<file path="src/rtl/cla_add_pipe.sv">
// Two-stage pipelined carry-lookahead adder: stage 1 registers bit g/p, stage 2 builds carries with bclg4 and registers sum.
// Define CLA_OVF_EN to build the signed-overflow output; without it out_ovf is constant 0.

module bclg4 (
    input  logic [3:0] g,
    input  logic [3:0] p,
    input  logic       cin,
    output logic [3:0] c,
    output logic       gout,
    output logic       pout
);
    // c[i] is the carry into bit i of the 4-bit group
    assign c[0] = cin;
    assign c[1] = g[0] | (p[0] & cin);
    assign c[2] = g[1] | (p[1] & g[0]) | (p[1] & p[0] & cin);
    assign c[3] = g[2] | (p[2] & g[1]) | (p[2] & p[1] & g[0]) | (p[2] & p[1] & p[0] & cin);
    assign gout = g[3] | (p[3] & g[2]) | (p[3] & p[2] & g[1]) | (p[3] & p[2] & p[1] & g[0]);
    assign pout = &p;
endmodule

module cla_add_pipe #(
    parameter int WIDTH = 16
) (
    input  logic             clk,
    input  logic             rst_n,
    input  logic             in_valid,
    output logic             in_ready,
    input  logic [WIDTH-1:0] in_a,
    input  logic [WIDTH-1:0] in_b,
    input  logic             in_cin,
    output logic             out_valid,
    input  logic             out_ready,
    output logic [WIDTH-1:0] out_sum,
    output logic             out_cout,
    output logic             out_ovf
);
    localparam int NG   = WIDTH / 4;
    localparam int TOPC = (NG < 4) ? NG : 3;

    logic             s1_valid;
    logic [WIDTH-1:0] s1_g;
    logic [WIDTH-1:0] s1_p;
    logic             s1_cin;
    logic             s2_free;
    logic             in_xfer;
    logic             s2_load;

    assign s2_free  = !out_valid || out_ready;
    assign in_ready = !s1_valid || s2_free;
    assign in_xfer  = in_valid && in_ready;
    assign s2_load  = s1_valid && s2_free;

    always_ff @(posedge clk) begin
        if (!rst_n) begin
            s1_valid <= 1'b0;
        end else if (in_xfer) begin
            s1_valid <= 1'b1;
        end else if (s2_load) begin
            s1_valid <= 1'b0;
        end
    end

    // Operand terms carry no reset: s1_valid alone qualifies them
    always_ff @(posedge clk) begin
        if (in_xfer) begin
            s1_g   <= in_a & in_b;
            s1_p   <= in_a ^ in_b;
            s1_cin <= in_cin;
        end
    end

    logic [3:0]       grp_g;
    logic [3:0]       grp_p;
    logic [3:0]       grp_c;
    logic             top_g;
    logic             top_p;
    logic [WIDTH-1:0] c;
    logic [WIDTH-1:0] s2_sum;
    logic             s2_cout;

    for (genvar k = 0; k < 4; k++) begin : g_grp
        if (k < NG) begin : g_used
            bclg4 u_grp (
                .g    (s1_g[4*k +: 4]),
                .p    (s1_p[4*k +: 4]),
                .cin  (grp_c[k]),
                .c    (c[4*k +: 4]),
                .gout (grp_g[k]),
                .pout (grp_p[k])
            );
        end else begin : g_unused
            assign grp_g[k] = 1'b0;
            assign grp_p[k] = 1'b0;
        end
    end

    bclg4 u_top (
        .g    (grp_g),
        .p    (grp_p),
        .cin  (s1_cin),
        .c    (grp_c),
        .gout (top_g),
        .pout (top_p)
    );

    // With fewer than four groups the zeroed upper lanes kill top gout/pout,
    // so the carry out is the lookahead carry into the first unused lane.
    if (NG == 4) begin : g_cout_full
        assign s2_cout = top_g | (top_p & s1_cin);
    end else begin : g_cout_part
        assign s2_cout = grp_c[TOPC];
    end

    assign s2_sum = s1_p ^ c;

    always_ff @(posedge clk) begin
        if (!rst_n) begin
            out_valid <= 1'b0;
            out_sum   <= '0;
            out_cout  <= 1'b0;
        end else if (s2_load) begin
            out_valid <= 1'b1;
            out_sum   <= s2_sum;
            out_cout  <= s2_cout;
        end else if (out_valid && out_ready) begin
            out_valid <= 1'b0;
        end
    end

`ifdef CLA_OVF_EN
    logic s1_amsb;
    logic s1_bmsb;
    logic ovf_q;

    always_ff @(posedge clk) begin
        if (in_xfer) begin
            s1_amsb <= in_a[WIDTH-1];
            s1_bmsb <= in_b[WIDTH-1];
        end
    end

    always_ff @(posedge clk) begin
        if (!rst_n) begin
            ovf_q <= 1'b0;
        end else if (s2_load) begin
            ovf_q <= (s1_amsb == s1_bmsb) && (s2_sum[WIDTH-1] != s1_amsb);
        end
    end

    assign out_ovf = ovf_q;
`else
    assign out_ovf = 1'b0;
`endif

endmodule

</file>
<file path="config.mk">
export PLATFORM = sky130hd
export DESIGN_NAME = cla_add_pipe
export DESIGN_NICKNAME = d
export VERILOG_FILES = /design/src/rtl/cla_add_pipe.sv
export SDC_FILE = /design/constraint.sdc
export NUM_CORES = 1
export LEC_CHECK = 0
export BUFFER_PORTS_ARGS = -buffer_cell sky130_fd_sc_hd__clkbuf_2
export CORE_AREA = 2 2 74 76
export DETAILED_ROUTE_END_ITERATION = 6
export DIE_AREA = 0 0 76 78
export PLACE_DENSITY = 0.76
export SYNTH_ARGS = -nofsm -noshare
export SYNTH_HDL_FRONTEND = slang
export SYNTH_SLANG_ARGS = --single-unit
</file>
<file path="constraint.sdc">
create_clock -name clk -period 1.95 [get_ports clk]
set_input_delay 0.0975 -clock clk [delete_from_list [all_inputs] [get_ports clk]]
set_output_delay 0.0975 -clock clk [all_outputs]
set_load 0.02 [all_outputs]
</file>
==> results_dict.tcl, run 1 <==
set metrics [dict create \
    synth_compound_area_frac 0.152 \
    max_slew_margin 0.483 \
    ys_seq_area_frac 0.581 \
    syn_to_final_growth_pct 27.4 \
    outcome "finished with violations" \
    synth_cell_type_count 39 \
    criticalPathCategory "reg -> reg" \
    ys_top_cells_by_count "edfxtp_1 (33), ha_1 (20), nor2_1 (20)" \
    crit_path_end_kind "register" \
    grt_pass1_vias 1627 \
    synth_mux_area_frac 0.0170 \
    synthTopCellsByArea "edfxtp_1 (42%), dfxtp_1 (16%), ha_1 (11%)" \
    vias 1675 \
    grt_max_degree 34 \
    rr_startpoint "s1_p[5]" \
    holdPathStages 3 \
    std_cell_rows 26 \
    hpwl_mm 3.24 \
    grt_pass1_wl_mm 7.27 \
    synthFlopType "edfxtp_1" \
    grt_util_all_layers 0.155 \
    clk_latency_ns 0.30 \
    cp.arrival_ns 2.39 \
    p_switching_w 0.000594 \
    core_area_sq_um 5040 \
    die_x_um 76 \
    clkPwrFrac 0.289 \
    synth_xor_area_frac 0.0260 \
    synth_top_family_by_area "compound AO/OA/AOI/OAI gates" \
    holdWs_ns 0.0263 \
    min-delay-start "in_valid" \
    drive_gt1_frac 0.356 \
    fillers 405 \
    antenna_left 0 \
    route.detailed.drc 0 \
    cts.path.max_buffers 2 \
    gp_congestion 0.816 \
    regToRegSetupSlack_ns -0.25 \
    final_cells 337 \
    ys_seq_elements 52 \
    hold_viol 0 \
    max_slew.worst_pin.slew_ns 0.776 \
    rr_endpoint "out_sum[9]" \
    via_per_inst 4.97 \
    p_int_w 0.00180 \
    rr_worst_depth 10 \
    root_buffer "clkbuf_8" \
    yosysTopAreaCell "edfxtp_1" \
    rsz0062_at_grt "yes" \
    fmax_mhz 454 \
    leakage_nw 1.26 \
    max-vdd-ir-drop_uv 492 \
    cts_sinks 52 \
    die_y_um 78 \
    final_max_slew_viol_count 0 \
    crit_required_ns 2.13 \
    start_util 0.468 \
    io_pins 57 \
    period_share 1.13 \
    synthArstFlopShare 0 \
    htreeDepth 2 \
    min_to "s1_valid" \
    synth_edf_count 33 \
    violations "negative setup slack" \
    die_area_sq_um 5930 \
    p_comb_frac 0.159 \
    setup_viol 7 \
    drtIter0Drc 63 \
    tritoncts "built" \
    cts_made_buffers 5 \
    insertedDiodeCount 0 \
    p_seq_frac 0.553 \
    synthSimpleGateAreaFrac 0.100 \
    synthAdderAreaFrac 0.106 \
    fin_crit_ns 2.20 \
    synth_top_area_share 0.420 \
    antenna_found_initial 0 \
    ys_warn_count 0 \
    netlist_instances 194 \
    layout.area.seq_sq_um 1370 \
    holdCritPathClass "in -> reg" \
    fin_ws_ns -0.255 \
    syn_area_per_cell_sq_um 12.2 \
    worstPathMaxFanout 3 \
    syn_nets 251 \
    pre_cts_slack_ns -0.227 \
    fin_setup_tns_ns -0.941 \
    nets 323 \
    clock_skew_ns 0.00428 \
    wirelength_mm 4.38 \
    wl_per_cell_um 13.0 \
    grt_remaining_overflow 0 \
    dr.pass1.iters 4 \
    swShare 0.248 \
    powerDensity_nw_per_um2 797 \
    dp.cells 325 \
    synthesis.area_sq_um 2360 \
    critPathLaunchType "register" \
    synth.most_common_cell "edfxtp_1" \
    clkTransAtPathRegs_ns 0.09 \
    numPortBuffers 55 \
    multiInputGateArea_sq_um 1010 \
    cap_violations 0 \
]
## layout make-up
| type | instances | share of cell area |
|---|---|---|
| well taps | 70 | 0.0291 |
| multi-input cells | 133 | 0.337 |
| clock inverters | 1 | 0.00125 |
| clock buffers | 7 | 0.0358 |
| flip-flops and latches | 52 | 0.456 |
| inverters | 3 | 0.00375 |
| repair buffers | 71 | 0.136 |
## power groups by stage
stage / sequential (W) / clock (W) / combinational, W
6_report: 0.00132 / 0.000692 / 0.000380
5_1_grt: 0.00134 / 0.000757 / 0.000423
4_1_cts: 0.00132 / 0.000716 / 0.000372
3_5_place_dp: 0.00135 / 0 / 0.000359
3_3_place_gp: 0.00134 / 0 / 0.000354
2_1_floorplan: 0.00137 / 0 / 0.000192
## critical path, cell delays in order (launching register included)
cell       delay, ns
edfxtp_1        0.48
a2111oi_4       0.45
a21oi_2         0.08
o211a_1         0.14
o21a_1          0.20
or2_4           0.24
ha_4            0.16
nor2_4          0.09
xnor2_2         0.06
mux2i_1         0.13
nor2_1          0.05
## layer usage
layer	up-vias	GRT usage	wire (um)
met1	769	0.186	1940
met5	-	0	0
met2	44	0.264	2170
met3	6	0.0349	191
li1	856	-	-
met4	0	0.0764	81
## worst max path at each step
| stage | startpoint | to | slack [ns] | cells after the start |
|---|---|---|---|---|
| floorplan | s1_g[4] | out_sum[9] | -0.09 | 10 |
| global placement | s1_g[4] | out_sum[9] | -0.15 | 10 |
| detailed placement | s1_g[4] | out_sum[9] | -0.23 | 10 |
| CTS | s1_g[4] | out_sum[9] | -0.24 | 10 |
| global route | s1_p[5] | out_sum[9] | -0.33 | 10 |
| finish | s1_p[5] | out_sum[9] | -0.25 | 10 |
## cell usage in the layout, fill, tap and decap left out, types with 3 or more instances in the layout
cell / n
nand2_1: 14
buf_4: 14
nor3_1: 3
inv_1: 3
a21o_1: 5
a211oi_1: 4
nand3_1: 8
a21oi_1: 11
nor2_1: 18
xnor2_1: 4
dfxtp_1: 19
clkbuf_2: 55
ha_1: 18
a21oi_2: 3
clkbuf_8: 6
a211o_1: 3
edfxtp_1: 33
o21ai_0: 6
mux2i_1: 4
## sequential cells by signal, indices dropped and copies added (netlist names)
register,count
s1_p,16
out_cout,1
out_valid,1
out_sum,16
s1_cin,1
s1_valid,1
s1_g,16
## cell families after synthesis
group	after synthesis
mux	4
other cells	1
flops	52
simple gates	54
fa+ha+maj	20
compound gates	47
xor+xnor	7
buf+inv	9
## timing repair
item,4_1_cts,5_1_grt
cloned,0,0
setup endpoints to repair,6,8
endpoints found under the hold margin,1,0
gates resized for setup,4,3
setup buffers,2,2
hold buffers,1,0
pin swaps,2,11
## metrics by stage
step,util,total power [W],instance area (sq um)
after floorplan,-,0.00156,2390
after global placement,0.561,0.00170,2830
after detailed placement,0.561,0.00171,2830
after CTS,0.592,0.00241,2980
after global routing,0.596,0.00252,3010
final,0.596,0.00240,3010
(Power assumes the default switching activity.)
==> run 2, diff against run 1 <==
--- a/config.mk
+++ b/config.mk
@@ -6,10 +6,11 @@
 export NUM_CORES = 1
 export LEC_CHECK = 0
 export BUFFER_PORTS_ARGS = -buffer_cell sky130_fd_sc_hd__clkbuf_2
-export CORE_AREA = 2 2 74 76
+export CORE_AREA = 2 2 86 88
 export DETAILED_ROUTE_END_ITERATION = 6
-export DIE_AREA = 0 0 76 78
-export PLACE_DENSITY = 0.76
+export DIE_AREA = 0 0 88 90
+export MAX_ROUTING_LAYER = met4
+export PLACE_DENSITY = 0.6
 export SYNTH_ARGS = -nofsm -noshare
 export SYNTH_HDL_FRONTEND = slang
 export SYNTH_SLANG_ARGS = --single-unit
==> run 2 against run 1 <==
Net effect:
- the flow still finishes with violations (negative setup slack)
- cell count rose by 11%
- worst hold slack got worse by 0.016 ns
- die area is 34% higher
- highest routed layer unchanged
- largest power group unchanged
- clock skew up 0.0035 ns
- combinational power grew 4%
- count of clock-buffer cells in the layout unchanged
- flip-flop and latch count stayed put
- clock power rose by 1%
==> results_dict.tcl, run 2 (synthesis gave the netlist of run 1 again) <==
set metrics [dict create \
    outcome "finished with violations" \
    violations "negative setup slack" \
    top_regs "out_sum: 16 flops, s1_g: 16 flops, s1_p: 16 flops" \
    setup_viol 6 \
    dr.pass1.iters 4 \
    grt_remaining_overflow 0 \
    via_per_inst 4.54 \
    holdCritPathClass "in -> reg" \
    postLayoutCellArea_sq_um 3080 \
    syn_to_final_growth_pct 30.4 \
    clkTransAtPathRegs_ns 0.09 \
    core_area_sq_um 7020 \
    std_cell_rows 31 \
    powerDensity_nw_per_um2 786 \
    vias 1693 \
    io_pins 57 \
    p_switching_w 0.000604 \
    antenna_left 0 \
    grt_pass1_wl_mm 7.35 \
    max_slew.worst_pin.slew_ns 0.733 \
    min-delay-start "in_valid" \
    worstSetupStartpoint "s1_g[4]" \
    cts.path.max_buffers 2 \
    insertedDiodeCount 0 \
    swShare 0.250 \
    placed_area_sq_um 2860 \
    period_share 1.10 \
    wirelength_mm 4.54 \
    max-vdd-ir-drop_uv 241 \
    fin_ws_ns -0.188 \
    p_comb_frac 0.163 \
    criticalPathCategory "reg -> reg" \
    fmax_mhz 468 \
    cp.arrival_ns 2.32 \
    max_slew_margin 0.511 \
    fin_crit_ns 2.14 \
    grt_max_degree 34 \
    root_buffer "clkbuf_8" \
    leakage_nw 1.29 \
    clk_latency_ns 0.30 \
    drive_gt1_frac 0.369 \
    antenna_found_initial 0 \
    grt_util_all_layers 0.123 \
    wl_per_cell_um 12.2 \
    p_int_w 0.00181 \
    htreeDepth 2 \
    rr_startpoint "s1_g[4]" \
    hold_viol 0 \
    cts_sinks 52 \
    die_x_um 88 \
    clkPwrFrac 0.289 \
    nets 330 \
    cap_violations 0 \
    critPathLaunchType "register" \
    drtIter0Drc 97 \
    holdWs_ns 0.0107 \
    tritoncts "built" \
    dp.cells 355 \
    rsz0062_at_grt "yes" \
    gp_congestion 0.777 \
    p_seq_frac 0.548 \
    final_cell_mix "clkbuf_2 (55), edfxtp_1 (33), buf_4 (22)" \
    grt_pass1_vias 1622 \
    final_max_slew_viol_count 0 \
    die_area_sq_um 7920 \
    route.detailed.drc 0 \
    numPortBuffers 55 \
    crit_required_ns 2.13 \
    hpwl_mm 3.35 \
    cts_made_buffers 5 \
    clock_skew_ns 0.00778 \
    crit_path_end_kind "register" \
    final_common_cell "clkbuf_2" \
    start_util 0.336 \
    worstPathMaxFanout 4 \
    die_y_um 90 \
    final_cells 373 \
]
==> run 2: cell count changes in the layout (fill, tap and decap cells not counted), sizes merged <==
cell,before,now
buf,15,22
==> run 2: worst max-delay path, cell delays in order, from the launching register on <==
cell       delay [ns]
edfxtp_1         0.47
a2111oi_4        0.45
a21oi_2          0.07
o211a_1          0.15
o21a_1           0.18
or2_4            0.24
ha_4             0.16
nor2_4           0.07
xnor2_1          0.06
mux2i_1          0.13
nor2_1           0.05
==> run 2: worst paths after layout <==
| kind | cells after the start | slack (ns) | end |
|---|---|---|---|
| worst max register to register | 10 | -0.19 | out_sum[9] |
| worst min register to register | 2 | 0.46 | out_sum[0] |
| worst min-delay path | 3 | 0.01 | s1_valid |
| worst max-delay path | 10 | -0.19 | out_sum[9] |
==> run 2: power groups by stage <==
stage	Combinational (W)	Clock, W	Sequential (W)
after detailed placement	0.000364	0	0.00135
after floorplan	0.000192	0	0.00137
after global placement	0.000359	0	0.00135
after CTS	0.000386	0.000724	0.00132
final	0.000394	0.000700	0.00133
after global routing	0.000442	0.000768	0.00134
==> run 2: through the flow <==
stage	util	power, W	worst slack (ns)	TNS (ns)
detailed placement	0.407	0.00171	-0.203	-0.513
CTS	0.433	0.00243	-0.201	-0.646
global placement	0.407	0.00171	-0.158	-0.301
finish	0.438	0.00242	-0.188	-0.636
floorplan	-	0.00156	-0.0900	-0.174
global route	0.438	0.00255	-0.290	-1.31
==> run 2: repair_timing <==
item	CTS	global route
hold buffers	1	0
hold endpoints to repair	1	0
setup endpoints to repair	4	8
setup buffers	5	4
pin swaps	12	9
resized for setup	5	1
==> run 2: routing by layer <==
| layer | global-route usage | routed length (um) | vias to the layer above |
|---|---|---|---|
| met1 | 0.155 | 2160 | 782 |
| met2 | 0.189 | 2110 | 34 |
| met3 | 0.0321 | 171 | 8 |
| met5 | - | 0 | - |
| li1 | - | - | 869 |
| met4 | 0.0500 | 95 | 0 |
==> run 2: cell type report <==
| class | count | area [sq um] |
|---|---|---|
| fillers | 657 | 3940 |
| flip-flops and latches | 52 | 1370 |
| well taps | 99 | 124 |
| repair buffers | 78 | 450 |
| multi-input cells | 133 | 1010 |
| clock buffers | 7 | 108 |
| clock inverters | 1 | 3.75 |
| inverters | 3 | 11.3 |
